[config.mk]
export PLATFORM = sky130hd
export DESIGN_NAME = score_display
export DESIGN_NICKNAME = d
export VERILOG_FILES = /design/src/rtl/score_display.sv
export SDC_FILE = /design/constraint.sdc
export NUM_CORES = 1
export LEC_CHECK = 0
export CORE_MARGIN = 5
export CORE_UTILIZATION = 56
export DETAILED_ROUTE_END_ITERATION = 10
export PLACE_DENSITY = 0.86
export SYNTH_ARGS = -nofsm -noshare
export SYNTH_HDL_FRONTEND = slang
export SYNTH_SLANG_ARGS = --single-unit
export TNS_END_PERCENT = 100
[constraint.sdc]
create_clock -name clk -period 1.95 [get_ports clk]
set_input_delay 0.4875 -clock clk [delete_from_list [all_inputs] [get_ports clk]]
set_output_delay 0.4875 -clock clk [all_outputs]
set_load 0.02 [all_outputs]
[src/rtl/score_display.sv]
// Multi-digit score display: a sequential double-dabble binary-to-BCD engine driving N_DIG active-low 7-segment digits.
// Optional macro SCORE_BLINK_EN makes the win/lose glyphs blink with a BLINK_DIV-clock half-period.
module score_display #(
    parameter int VAL_W     = 10,
    parameter int N_DIG     = 4,
    parameter int BLINK_DIV = 25000000
) (
    input  logic                 clk,
    input  logic                 rst_n,
    input  logic [VAL_W-1:0]     value,
    input  logic [1:0]           mode,
    input  logic                 load,
    output logic                 busy,
    output logic                 done,
    output logic [7*N_DIG-1:0]   seg
);

    localparam int BCD_W = 4 * N_DIG;
    localparam int CNT_W = $clog2(VAL_W + 1);

    localparam logic [6:0] G_DASH  = 7'b0111111;
    localparam logic [6:0] G_BLANK = 7'b1111111;
    localparam logic [6:0] G_WIN   = 7'b0001100;
    localparam logic [6:0] G_LOSE  = 7'b1000010;

    typedef enum logic [1:0] {IDLE, CONV, UPDATE} state_t;

    state_t             state_q, state_d;
    logic [VAL_W-1:0]   val_q, val_d;
    logic [1:0]         mode_q, mode_d;
    logic [BCD_W-1:0]   bcd_q, bcd_d;
    logic               ovf_q, ovf_d;
    logic [CNT_W-1:0]   cnt_q, cnt_d;
    logic [7*N_DIG-1:0] seg_q, seg_d;
    logic               done_q, done_d;
    logic [BCD_W-1:0]   bcd_adj;
    logic [7*N_DIG-1:0] seg_new;
    logic               lead;

    function automatic logic [6:0] digit_glyph(input logic [3:0] d);
        case (d)
            4'd0:    digit_glyph = 7'b1000000;
            4'd1:    digit_glyph = 7'b1111001;
            4'd2:    digit_glyph = 7'b0100100;
            4'd3:    digit_glyph = 7'b0110000;
            4'd4:    digit_glyph = 7'b0011001;
            4'd5:    digit_glyph = 7'b0010010;
            4'd6:    digit_glyph = 7'b0000010;
            4'd7:    digit_glyph = 7'b1111000;
            4'd8:    digit_glyph = 7'b0000000;
            4'd9:    digit_glyph = 7'b0010000;
            default: digit_glyph = G_DASH;
        endcase
    endfunction

    // Add-3 correction applied to every nibble before each shift.
    always_comb begin
        bcd_adj = bcd_q;
        for (int i = 0; i < N_DIG; i++) begin
            if (bcd_q[4*i +: 4] >= 4'd5) begin
                bcd_adj[4*i +: 4] = bcd_q[4*i +: 4] + 4'd3;
            end
        end
    end

    // Display image built from the finished BCD word; digits above the leading non-zero one stay blank.
    always_comb begin
        seg_new = '1;
        lead    = 1'b1;
        case (mode_q)
            2'd0: begin
                if (ovf_q) begin
                    for (int k = 0; k < N_DIG; k++) seg_new[7*k +: 7] = G_DASH;
                end else begin
                    for (int k = N_DIG - 1; k >= 0; k--) begin
                        if (!(lead && (bcd_q[4*k +: 4] == 4'd0) && (k != 0))) begin
                            seg_new[7*k +: 7] = digit_glyph(bcd_q[4*k +: 4]);
                            lead = 1'b0;
                        end
                    end
                end
            end
            2'd1:    seg_new[7*(N_DIG-1) +: 7] = G_WIN;
            2'd2:    seg_new[7*(N_DIG-1) +: 7] = G_LOSE;
            default: seg_new[7*(N_DIG-1) +: 7] = G_BLANK;
        endcase
    end

    always_comb begin
        state_d = state_q;
        val_d   = val_q;
        mode_d  = mode_q;
        bcd_d   = bcd_q;
        ovf_d   = ovf_q;
        cnt_d   = cnt_q;
        seg_d   = seg_q;
        done_d  = 1'b0;
        case (state_q)
            IDLE: begin
                if (load) begin
                    val_d   = value;
                    mode_d  = mode;
                    bcd_d   = '0;
                    ovf_d   = 1'b0;
                    cnt_d   = CNT_W'(VAL_W);
                    state_d = CONV;
                end
            end
            CONV: begin
                bcd_d = {bcd_adj[BCD_W-2:0], val_q[VAL_W-1]};
                ovf_d = ovf_q | bcd_adj[BCD_W-1];
                val_d = val_q << 1;
                cnt_d = cnt_q - 1'b1;
                if (cnt_q == CNT_W'(1)) state_d = UPDATE;
            end
            UPDATE: begin
                seg_d   = seg_new;
                done_d  = 1'b1;
                state_d = IDLE;
            end
            default: state_d = IDLE;
        endcase
    end

    always_ff @(posedge clk or negedge rst_n) begin
        if (!rst_n) begin
            state_q <= IDLE;
            val_q   <= '0;
            mode_q  <= 2'd0;
            bcd_q   <= '0;
            ovf_q   <= 1'b0;
            cnt_q   <= '0;
            seg_q   <= '1;
            done_q  <= 1'b0;
        end else begin
            state_q <= state_d;
            val_q   <= val_d;
            mode_q  <= mode_d;
            bcd_q   <= bcd_d;
            ovf_q   <= ovf_d;
            cnt_q   <= cnt_d;
            seg_q   <= seg_d;
            done_q  <= done_d;
        end
    end

    assign busy = (state_q != IDLE);
    assign done = done_q;

`ifdef SCORE_BLINK_EN
    localparam int BL_W = $clog2(BLINK_DIV + 1);

    logic [BL_W-1:0] blink_cnt_q, blink_cnt_d;
    logic            phase_q, phase_d;
    logic [1:0]      disp_mode_q, disp_mode_d;

    // Restarting on each update keeps a fresh glyph visible for a full half-period.
    always_comb begin
        blink_cnt_d = blink_cnt_q + 1'b1;
        phase_d     = phase_q;
        disp_mode_d = disp_mode_q;
        if (blink_cnt_q == BL_W'(BLINK_DIV - 1)) begin
            blink_cnt_d = '0;
            phase_d     = ~phase_q;
        end
        if (done_d) begin
            blink_cnt_d = '0;
            phase_d     = 1'b0;
            disp_mode_d = mode_q;
        end
    end

    always_ff @(posedge clk or negedge rst_n) begin
        if (!rst_n) begin
            blink_cnt_q <= '0;
            phase_q     <= 1'b0;
            disp_mode_q <= 2'd3;
        end else begin
            blink_cnt_q <= blink_cnt_d;
            phase_q     <= phase_d;
            disp_mode_q <= disp_mode_d;
        end
    end

    assign seg = (phase_q && (disp_mode_q == 2'd1 || disp_mode_q == 2'd2)) ? '1 : seg_q;
`else
    assign seg = seg_q;
`endif

endmodule

Word-level counts from Yosys, hierarchy flattened
Memory sizes are Yosys's and may differ from the RTL's.
Cells that the tools add are included.
{"block": "word_totals", "reg_bits": 64, "latchBits": 0, "ram_bits": 0, "mem_bits_ro": 448, "inputBits": 15, "mem_count": 4}
{"name": "(name not given)", "words": 16, "width": 7, "read_ports": 1, "rd_clocked_by_memory_dff": 0, "write_ports": 0, "line": "41", "text": "case (d)"}
{"name": "(name not given)", "words": 16, "width": 7, "read_ports": 1, "rd_clocked_by_memory_dff": 0, "write_ports": 0, "line": "41"}
{"name": "(name not given)", "words": 16, "width": 7, "read_ports": 1, "rd_clocked_by_memory_dff": 0, "write_ports": 0, "line": "41"}
{"name": "(name not given)", "words": 16, "width": 7, "read_ports": 1, "rd_clocked_by_memory_dff": 0, "write_ports": 0, "line": "41"}
{"block": "classes", "add_sub_neg": 5, "mul": 0, "n_div": 0, "n_lt_le_gt_ge": 4, "n_eq_ne": 7, "shifts": 0, "mux": 28, "n_bitwise": 1, "reduce_logical": 12}
{"cell": "$pmux 16 s2", "count": 1}
{"cell": "$mux 28", "count": 1}
{"cell": "$mux 21", "count": 1}
{"cell": "$mux 7", "count": 3}
{"cell": "$pmux 7 s3", "count": 1}
{"cell": "$mux 4", "count": 5}
{"cell": "$pmux 10 s2", "count": 1}
{"cell": "$add 4x2->4 const B", "count": 4}
{"cell": "$ge 4x3->1 const B", "count": 4}
{"cell": "$mux 16", "count": 1}
{"cell": "$logic_not 4->1", "count": 3}
{"cell": "$mux 10", "count": 1}
{"cell": "$mux 1", "count": 8}
{"cell": "$pmux 4 s2", "count": 1}
{"cell": "$reduce_and 2->1", "count": 3}
{"cell": "$eq 2x1->1 const B", "count": 2}
{"cell": "$eq 2x2->1 const B", "count": 2}
{"cell": "$eq 4x1->1 const B", "count": 1}
{"cell": "$logic_not 2->1", "count": 2}
{"cell": "$mux 2", "count": 2}
{"cell": "$ne 2x2->1 const B", "count": 2}
{"cell": "$pmux 2 s2", "count": 1}
{"cell": "$reduce_bool 2->1", "count": 2}
{"cell": "$sub 4x1->4 const B", "count": 1}
{"cell": "other kinds (3)", "count": 4}

Longest topological paths before layout
{"block": "logic_depth", "ltp_word": 12, "ltp_mapped": 7}

Least setup slack after synthesis
OpenSTA, ideal clock, no wires.
{"block": "synth_timing", "path_kind": "register -> register", "start": "register bcd_q[12]", "end": "register seg_q[13], in the netlist seg[13]", "setup_time_ns": 0.077, "t_arrival_ns": 1.598, "t_required_ns": 1.873, "path_slack_ns": 0.275, "stages_incl_launch_ff": 7, "period_less_slack_ns": 1.675, "path_cell_list": "dfrtp_1 inv_1 ha_1 and4bb_2 nand3_1 a311o_1 a31oi_1"}
{"block": "synth_via", "elab_chain_len": 12}
{"element": "start: declaration", "line": "31", "text": "logic [BCD_W-1:0] bcd_q, bcd_d;"}
{"element": "start signal: assignment", "line": "130", "text": "bcd_q <= '0;"}
{"element": "start signal: assignment", "line": "139", "text": "bcd_q <= bcd_d;"}
{"element": "$logic_not 4->1 (*)", "line": "76", "text": "if (!(lead && (bcd_q[4*k +: 4] == 4'd0) && (k != 0))) begin"}
{"element": "$mux 1 (*)", "line": "76"}
{"element": "$mux 1 (*)", "line": "72", "text": "if (ovf_q) begin"}
{"element": "$mux 1 (*)", "line": "70", "text": "case (mode_q)"}
{"element": "$logic_and 1x1->1", "line": "76"}
{"element": "$mux 1 (*)", "line": "76"}
{"element": "$mux 1 (*)", "line": "72"}
{"element": "$mux 1 (*)", "line": "70"}
{"element": "$logic_and 1x1->1 (*)", "line": "76"}
{"element": "$mux 7 (*)", "line": "76"}
{"element": "$mux 28 (*)", "line": "72"}
{"element": "$mux 21 (*)", "line": "70"}
{"element": "end signal: assignment", "line": "142", "text": "seg_q <= seg_d;"}
{"element": "end: declaration", "line": "34", "text": "logic [7*N_DIG-1:0] seg_q, seg_d;"}
Every way passes the cells marked *; elsewhere a longest branch is shown, timed or not. The select of a mux whose other input is x is not followed.
A chain may end at the register's enable or synchronous reset.

Worst setup path in the final report
{"block": "layout_timing", "start": "register bcd_q[8]", "end": "register seg_q[13], in the netlist seg[13]"}
{"block": "layout_via", "elab_chain_len": 9}
{"element": "$logic_not 4->1", "line": "76"}
{"element": "$logic_and 1x1->1", "line": "76"}
{"element": "$mux 1", "line": "76"}
{"element": "$mux 1", "line": "72"}
{"element": "$mux 1", "line": "70"}
{"element": "$logic_and 1x1->1", "line": "76"}
{"element": "$mux 7", "line": "76"}
{"element": "$mux 28", "line": "72"}
{"element": "$mux 21", "line": "70"}
No other way between the ends. The select of a mux whose other input is x is not followed.

==> impl_metrics.toml <==
[timing]
fin_crit_ns = 1.86
rsz0062_at_grt = "false"
finalCritPeriodShare_pct = 95.6
timing.fmax_mhz = 536
final.setup.worst_slack_ns = 0.0857
maxSlewHeadroom_pct = 65.3
finalHoldViolCount = 0
slew_viol_final = 0
fin_setup_tns_ns = 0
final.setup_skew_ns = 0.00578
setup_viol = 0
worst_pin_slew_ns = 0.514

[clock_network]
clk_pin_slew_ns = 0.07
cts_tree = "yes"
clock_latency_ns = 0.34
cts.sinks = 64
numCtsBuffers = 9
htree_levels = 3
root_buffer = "clkbuf_8"
cts_hold_buf = 0
cts_max_path_buffers = 2

[power]
p_sw_mw = 3.41
clock_power_share_pct = 15.4
combPwrFrac_pct = 50.7
p_int_mw = 4.66
p_seq_share_pct = 33.9
swShare_pct = 42.3
p_leak_nw = 1.95
max-vdd-ir-drop_mv = 1.10
power.density_nw_per_um2 = 1840

[worst_setup_path]
cpPeakStageDelay_ns = 0.43
r2r_cells = 6
critPathArrivalTime_ns = 2.12
start_kind = "flop"
path_buf_inv = 1
cp_top_family = "compound AO/OA/AOI/OAI gates"
r2r_setup_slack_ns = 0.09
crit_path_max_fanout = 6
r2r_start = "bcd_q[8]"
cp_data_required_time_ns = 2.21
path_cells = "inv_1, ha_1, and4bb_2, nand3_1, a311o_1, a31oi_1"
end_kind = "flop"
criticalPathCategory = "reg2reg"
cp_slowest_cell = "dfrtp_1"
timing.rr.end = "seg[13]"

[min_path]
hp-class = "in2async"

[yosys]
synth_edf_count = 0
synth_top_cell_area_share_pct = 25.0
ys_ff_latch = 64
synth_cell_types = 46
synthTopCellsByCount = "nand2_1, dfrtp_1, o21ai_0"
post-synth-top-area-cell = "dfrtp_1"
ys_seq_area_share_pct = 45.5
yosysWarnings = 0
yosys-top-cells-area = "dfrtp_1, dfstp_2, ha_1"
syn-num-nets = 427
yosysMostFrequentCell = "nand2_1"
synthFlopType = "dfrtp_1"
postSynthAreaPerCell_um2 = 9.37
postSynth.asyncResetShare_pct = 100
synth_cells = 384
syn_area_um2 = 3600

[global_routing]
overflow = 0
grt_pass1_wl_um = 13800
track_usage_pct = 20.4
grt_pass1_vias = 3066
grt_max_degree = 51
antenna_found_initial = 0

[final_layout]
diodes = 0
layout-drive-gt1-share_pct = 15.2
nNetsFinal = 479
syn2layout_area_growth_pct = 21.7

[floorplanning]
die_y_um = 90.1
start_util_pct = 57.0
core.rowCount = 29
io_pins = 45
die_area_um2 = 8130
die_x_um = 90.1
core_area_um2 = 6310

[route]
wire_per_inst_um = 15.2
wirelength_um = 7850
wl_met2_um = 3950
vias = 2975
drc = 0
viasPerCell = 5.74
drtAntennaViolNets = 0
highest_layer = "met4"
wl_met1_um = 3310
drt_iter0_drc = 198
wl_met3_um = 398
drt_first_pass_iters = 5

[job]
cap_violations = 0

[placement]
globalplace.congestion = 0.938
dpl_worst_slack_ns = 0.142
port_buffers = 44
hpwl_um = 5590

[outcome]
outcome = "complete, no violations"
==> layer usage <==
layer	track usage, %	up-vias
met5	0	-
met1	24.6	1424
met2	34.0	84
li1	-	1451
met4	11.0	0
met3	4.09	16
==> registers in the layout, summed over array words and instances, names as in the netlist <==
name,cells
cnt_q,4
bcd_q,16
val_q,10
ovf_q,1
done,1
state_q,2
mode_q,2
seg,28
==> worst reg2reg max path: cells and delay by family (launching register included) <==
family | cells | cell delay, ns
buf+inv | 1 | 0.17
fa+ha+maj | 1 | 0.21
simple gates | 2 | 0.43
flops | 1 | 0.43
compound gates | 2 | 0.54
==> cell usage in the layout (no fill, tap or decap), types with 14 or more instances in the layout <==
master and n:
dfstp_2 28, ha_1 28, nor2_1 27, o21ai_0 33, dlygate4sd2_1 29, nand3_1 14, o22a_1 15, inv_1 23
clkdlybuf4s50_1 14, dfrtp_1 36, nand2_1 43, buf_4 15, a21oi_1 27
==> worst max-delay path by stage <==
stage / start / endpoint / slack (ns) / depth (start not counted)
finish: bcd_q[8] / seg[13] / 0.09 / 6
global route: bcd_q[9] / seg[13] / 0.01 / 6
global placement: bcd_q[8] / seg[13] / 0.25 / 6
CTS: bcd_q[8] / seg[13] / 0.11 / 6
detailed placement: bcd_q[8] / seg[13] / 0.14 / 6
floorplan: bcd_q[12] / seg[13] / 0.27 / 6
==> power groups by stage <==
stage	Combinational [mW]	Clock, mW	Sequential (mW)
after global placement	4.12	0	2.73
after global routing	4.59	1.33	2.84
after CTS	4.11	1.26	2.74
after detailed placement	4.26	0	2.77
final	4.09	1.25	2.73
after floorplan	2.59	0	2.98
==> layout make-up <==
cell class              count  area, um^2
well taps                  77        96.3
clock buffers              13         149
multi-input cells         275        1780
inverters                  25        93.8
fillers                   501        1940
flip-flops and latches     64        1640
repair buffers             61         552
clock inverters             3        65.1
==> per-stage QoR <==
stage	power (mW)	cell area, um^2	instances	util, %	hold slack [ns]
after floorplan	5.56	3600	384	-	0.192
after global placement	6.85	4200	502	66.5	0.411
after detailed placement	7.03	4200	502	66.5	0.426
after CTS	8.10	4380	518	69.3	0.0639
after global routing	8.76	4380	518	69.3	0.0824
final	8.07	4380	518	69.3	0.0535
==> cell families (layout without fill, tap and decap cells) <==
logic type | after synthesis | count (layout) | share of synthesized area, %
XOR/XNOR | 4 | 4 | 0.974
adder cells (fa/ha/maj) | 28 | 28 | 9.74
AO/OA/AOI/OAI | 114 | 114 | 20.8
multiplexers | 6 | 6 | 1.67
AND/OR/NAND/NOR | 123 | 123 | 16.3
buffers and inverters | 45 | 102 | 5.04
flip-flops | 64 | 64 | 45.5
==> repair_timing <==
item                       4_1_cts  5_1_grt
resized for setup               29        0
buffers inserted                 0        0
setup endpoints to repair       29        0
Power figures use the tool's default switching activity.
